`src/rtl/core_seq.sv`:
```
// Sequencer that walks `core` and X_MEM through a full 3x3 convolution pass:
// per-kij clear, L0 weight load, activation feed and drain, then ReLU wait and readout.
module core_seq #(
    parameter int          len_kij      = 9,
    parameter int          len_nij      = 36,
    parameter int          mac_col      = 8,
    parameter int          len_onij     = 16,
    parameter int          clr_cycles   = 11,
    parameter int          drain_cycles = 30,
    parameter int          relu_cycles  = 20,
    parameter logic [10:0] w_base       = 11'h400
) (
    input  logic        clk,
    input  logic        reset,
    input  logic        start,
    input  logic        act_2b_mode,
    output logic        busy,
    output logic        done,
    output logic        array_clr,
    output logic [1:0]  inst_w,
    output logic        CEN_xmem,
    output logic        WEN_xmem,
    output logic [10:0] A_xmem,
    output logic [3:0]  kij,
    output logic        readout_start,
    output logic        out_valid
);

    localparam int MAX_A   = (clr_cycles > 2 * mac_col) ? clr_cycles : 2 * mac_col;
    localparam int MAX_B   = (len_nij > drain_cycles) ? len_nij : drain_cycles;
    localparam int MAX_C   = (relu_cycles > len_onij + 1) ? relu_cycles : len_onij + 1;
    localparam int MAX_AB  = (MAX_A > MAX_B) ? MAX_A : MAX_B;
    localparam int MAX_LEN = (MAX_AB > MAX_C) ? MAX_AB : MAX_C;
    localparam int CNT_W   = $clog2(MAX_LEN + 1);

    localparam logic [CNT_W-1:0] LAST_CLR   = CNT_W'(clr_cycles - 1);
    localparam logic [CNT_W-1:0] LAST_W4    = CNT_W'(mac_col - 1);
    localparam logic [CNT_W-1:0] LAST_W2    = CNT_W'(2 * mac_col - 1);
    localparam logic [CNT_W-1:0] LAST_NIJ   = CNT_W'(len_nij - 1);
    localparam logic [CNT_W-1:0] LAST_DRAIN = CNT_W'(drain_cycles - 1);
    localparam logic [CNT_W-1:0] LAST_RELU  = CNT_W'(relu_cycles - 1);
    localparam logic [CNT_W-1:0] LAST_RD    = CNT_W'(len_onij);
    localparam logic [3:0]       KIJ_LAST   = 4'(len_kij - 1);

    typedef enum logic [3:0] {
        IDLE      = 4'd0,
        CLR       = 4'd1,
        WLOAD     = 4'd2,
        GAP       = 4'd3,
        XFEED     = 4'd4,
        DRAIN     = 4'd5,
        RELU_WAIT = 4'd6,
        RSTART    = 4'd7,
        READOUT   = 4'd8,
        DONE      = 4'd9
    } state_t;

    state_t           state_r;
    state_t           next_s;
    logic [CNT_W-1:0] cnt_r;
    logic [3:0]       kij_r;
    logic             mode_r;
    logic             last_s;

    // Terminal-count detection and successor state for the current phase.
    always_comb begin
        last_s = 1'b0;
        next_s = IDLE;
        case (state_r)
            IDLE: begin
                last_s = 1'b0;
                next_s = CLR;
            end
            CLR: begin
                last_s = (cnt_r == LAST_CLR);
                next_s = WLOAD;
            end
            WLOAD: begin
                last_s = (cnt_r == (mode_r ? LAST_W2 : LAST_W4));
                next_s = GAP;
            end
            GAP: begin
                last_s = 1'b1;
                next_s = XFEED;
            end
            XFEED: begin
                last_s = (cnt_r == LAST_NIJ);
                next_s = DRAIN;
            end
            DRAIN: begin
                last_s = (cnt_r == LAST_DRAIN);
                next_s = (kij_r < KIJ_LAST) ? CLR : RELU_WAIT;
            end
            RELU_WAIT: begin
                last_s = (cnt_r == LAST_RELU);
                next_s = RSTART;
            end
            RSTART: begin
                last_s = 1'b1;
                next_s = READOUT;
            end
            READOUT: begin
                last_s = (cnt_r == LAST_RD);
                next_s = DONE;
            end
            DONE: begin
                last_s = 1'b1;
                next_s = IDLE;
            end
            default: begin
                last_s = 1'b1;
                next_s = IDLE;
            end
        endcase
    end

    // Sequencer state plus output registers decoded from the current phase (one cycle behind the state).
    always_ff @(posedge clk or negedge reset) begin
        if (!reset) begin
            state_r       <= IDLE;
            cnt_r         <= {CNT_W{1'b0}};
            kij_r         <= 4'd0;
            mode_r        <= 1'b0;
            busy          <= 1'b0;
            done          <= 1'b0;
            array_clr     <= 1'b0;
            inst_w        <= 2'b00;
            CEN_xmem      <= 1'b1;
            WEN_xmem      <= 1'b1;
            A_xmem        <= 11'd0;
            kij           <= 4'd0;
            readout_start <= 1'b0;
            out_valid     <= 1'b0;
        end else begin
            busy          <= (state_r != IDLE) && (state_r != DONE);
            done          <= (state_r == DONE);
            array_clr     <= (state_r == CLR);
            inst_w        <= (state_r == WLOAD) ? 2'b01 : ((state_r == XFEED) ? 2'b10 : 2'b00);
            CEN_xmem      <= !((state_r == WLOAD) || (state_r == XFEED));
            WEN_xmem      <= 1'b1;
            A_xmem        <= (state_r == WLOAD) ? (w_base + 11'(cnt_r)) :
                             ((state_r == XFEED) ? 11'(cnt_r) : 11'd0);
            kij           <= kij_r;
            readout_start <= (state_r == RSTART);
            out_valid     <= (state_r == READOUT) && (cnt_r != {CNT_W{1'b0}});

            if (state_r == IDLE) begin
                if (start) begin
                    state_r <= CLR;
                    cnt_r   <= {CNT_W{1'b0}};
                    kij_r   <= 4'd0;
                    mode_r  <= act_2b_mode;
                end else begin
                    cnt_r   <= {CNT_W{1'b0}};
                end
            end else if (last_s) begin
                state_r <= next_s;
                cnt_r   <= {CNT_W{1'b0}};
                if ((state_r == DRAIN) && (next_s == CLR)) begin
                    kij_r <= kij_r + 4'd1;
                end else if (state_r == DONE) begin
                    kij_r <= 4'd0;
                end else begin
                    kij_r <= kij_r;
                end
            end else begin
                cnt_r <= cnt_r + CNT_W'(1);
            end
        end
    end

endmodule

```
`config.mk`:
```
export PLATFORM = sky130hd
export DESIGN_NAME = core_seq
export DESIGN_NICKNAME = d
export VERILOG_FILES = /design/src/rtl/core_seq.sv
export SDC_FILE = /design/constraint.sdc
export NUM_CORES = 1
export LEC_CHECK = 0
export CAP_MARGIN = 20
export CORE_MARGIN = 3
export CORE_UTILIZATION = 56
export CTS_CLUSTER_DIAMETER = 60
export CTS_CLUSTER_SIZE = 10
export DETAILED_ROUTE_END_ITERATION = 6
export DONT_BUFFER_PORTS = 1
export GPL_TIMING_DRIVEN = 0
export PLACE_DENSITY = 0.71
export SYNTH_ARGS = -nofsm -noshare
export SYNTH_HDL_FRONTEND = slang
export SYNTH_SLANG_ARGS = --single-unit
```
`constraint.sdc`:
```
create_clock -name clk -period 2 [get_ports clk]
set_input_delay 0.6 -clock clk [delete_from_list [all_inputs] [get_ports clk]]
set_output_delay 0.6 -clock clk [all_outputs]
set_load 0.05 [all_outputs]
```
==> flow_metrics.tcl <==
set metrics [dict create \
    status "finished, violations left" \
    violations "negative setup slack" \
    critPathMaxStageDelay_ns 0.48 \
    grt_max_degree 33 \
    postLayoutSetupSlackWorst_ns -0.274 \
    p_seq_frac 0.588 \
    routed_via_density 5.75 \
    layout-drive-gt1-share 0.317 \
    cts_made_buffers 5 \
    post-dp-hpwl_um 2260 \
    clk_path_buf_depth 2 \
    gp_congestion 0.970 \
    overflow 0 \
    setup_viol 11 \
    power_switching_mw 0.253 \
    ys_top_cells_by_area "dfrtp_1 (46%), nor2_1 (4.1%), buf_4 (3.4%)" \
    drt_iter0_markers 70 \
    nets 195 \
    ys_top_cells_by_count "dfrtp_1 (32), nor2_1 (19), and2_1 (9)" \
    dieArea_um2 3830 \
    grt_usage 0.207 \
    num_antenna_cells 0 \
    syn_avg_cell_area_um2 10.2 \
    drv_cap 0 \
    ir_drop_uv 355 \
    holdWs_ns 0.0729 \
    hold_viol 0 \
    combPwrFrac 0.039 \
    pin_count 28 \
    end_kind "flop" \
    power.internal_mw 0.881 \
    rsz0062_at_grt "yes" \
    crit_path_cell_trace "buf_4 -> or2_1 -> nor2_1 -> o31a_1 -> or4_1 -> o22a_2 -> mux2_4" \
    vias 1329 \
    max_freq_mhz 440 \
    postRouteAntennaNets 0 \
    first_pass_iters 5 \
    regArea_um2 828 \
    synthesis.area_um2 1750 \
    yosysSeqAreaShare 0.473 \
    grt_first_pass_wirelength_um 5800 \
    die_y_um 61.9 \
    root_buffer "clkbuf_4" \
    grt_pass1_vias 1267 \
    place_ws_ns -0.320 \
    power_leakage_nw 0.944 \
    die_x_um 61.9 \
    yosys_warnings 0 \
    route.detailed.drc 0 \
    path_clk_slew_ns 0.10 \
    skew_ns 0.00727 \
    cts.sink_count 33 \
    wl_per_cell_um 15.6 \
    start_util 0.608 \
    clk_latency_ns 0.34 \
    cp_data_required_time_ns 2.23 \
    async_reset_ff_frac 1.00 \
    core-area_um2 2880 \
    crit_arrival_ns 2.50 \
    critPathMaxFanout 10 \
    synth_top_flop_cell "dfrtp_1" \
    min_path_type "in -> async" \
    worstSetupStartpointType "flop" \
    yosysTopAreaCell "dfrtp_1" \
    fill_cells 200 \
    multi_input_area_um2 875 \
    port_buffers 0 \
    yosysTopAreaCellShare 0.458 \
    critPathKind "reg -> reg" \
    fin_crit_sh 1.14 \
    cp_slowest_cell "or4_1" \
    routed_wl_um 3600 \
    drv_slew 0 \
    synthToLayoutAreaGrowth_pct 17.0 \
    synth.distinct_cells 52 \
    pwr-share-clk 0.373 \
    yosysMostFrequentCell "dfrtp_1" \
    rows 19 \
    antenna_found_initial 0 \
    cp_num_buf_inv 1 \
    synth_seq_cells 33 \
    path_delay_family "simple AND/OR/NAND/NOR gates" \
    htreeDepth 2 \
    p_per_area_nw_per_um2 554 \
    p_sw_frac 0.223 \
    min_period_ns 2.27 \
    tritoncts "yes" \
    syn_inst 171 \
    synth-edff-count 0 \
]
## routing by layer
layer	GRT usage	share of wire	vias up
met5	0	0	-
met4	0.0545	0.0086	0
met3	0.0599	0.080	4
met2	0.338	0.49	65
met1	0.271	0.43	651
li1	-	-	609
## what timing repair did
item                                    4_1_cts  5_1_grt
hold endpoints to repair                     32        0
endpoints found under the setup margin       11       12
setup buffers                                 6        1
resized for setup                            10       18
hold buffers                                  1        0
pin swaps                                     2        3
## cell families (layout without fill, tap and decap cells)
| family | count (synthesis) | in the layout | share of synthesized area |
|---|---|---|---|
| DFF | 33 | 33 | 0.473 |
| xor gates and xnor gates | 6 | 6 | 0.0300 |
| AOI/OAI and AO/OA | 31 | 31 | 0.126 |
| other | 2 | 5 | 0.00429 |
| and+or+nand+nor | 64 | 64 | 0.210 |
| adders and majority gates | 3 | 3 | 0.0215 |
| buffers and inverters | 24 | 39 | 0.0787 |
| muxes | 8 | 8 | 0.0572 |
## worst reg2reg max path: stages (launching register included)
cell,delay (ns)
dfrtp_1,0.35
buf_4,0.17
or2_1,0.20
nor2_1,0.08
o31a_1,0.34
or4_1,0.48
o22a_2,0.25
mux2_4,0.30
## sequential cells by signal, summed over array words and instances (netlist names)
signal,flops
kij,4
cnt_r,6
inst_w,2
busy,1
done,1
state_r,4
kij_r,4
A_xmem,6
out_valid,1
CEN_xmem,1
array_clr,1
readout_start,1
mode_r,1
## final timing paths
kind | startpoint | end | slack, ns | depth (start not counted)
max reg2reg | state_r[1] | kij_r[1] | -0.27 | 7
min in group clk | act_2b_mode | mode_r | 0.41 | 1
max | state_r[1] | kij_r[1] | -0.27 | 7
min reg2reg | kij_r[1] | kij[1] | 0.44 | 0
max in group asynchronous | reset | state_r[0] | 1.76 | 1
min | reset | cnt_r[3] | 0.07 | 1
## cell usage in the layout (no fill, tap or decap), drive strengths merged, types with 5 or more instances in the layout
cell    count
a21oi       8
and2        9
buf        22
clkbuf      8
conb        5
dfrtp      32
inv         8
mux2        7
nand2       5
nand2b      5
nand3       5
nor2       19
o21ai       5
xnor2       5
## power by group through the flow
stage | sequential [mW] | combinational (mW) | clock (mW)
3_3_place_gp | 0.680 | 0.0281 | 0
2_1_floorplan | 0.680 | 0.0281 | 0
5_1_grt | 0.667 | 0.0478 | 0.459
4_1_cts | 0.667 | 0.0447 | 0.431
6_report | 0.667 | 0.0442 | 0.423
3_5_place_dp | 0.680 | 0.0281 | 0
## per-stage QoR
step	util	power (mW)	setup TNS, ns	instances	cell area, µm²
after floorplan	-	0.708	-0.355	174	1760
after CTS	0.690	1.14	-0.950	231	1980
after global placement	0.631	0.708	-1.64	216	1810
final	0.711	1.13	-1.36	231	2050
after global routing	0.711	1.17	-2.34	231	2050
after detailed placement	0.631	0.708	-1.71	216	1810
## cell type report
type                    instances  share of cell area
plain buffers                  15              0.0557
clock buffers                   7              0.0318
inverters                       8              0.0147
flip-flops and latches         33               0.405
repair buffers                  8              0.0373
clock inverters                 1             0.00245
well taps                      42              0.0257
multi-input cells             117               0.428
No activity file was read; power rests on OpenSTA's default activity.
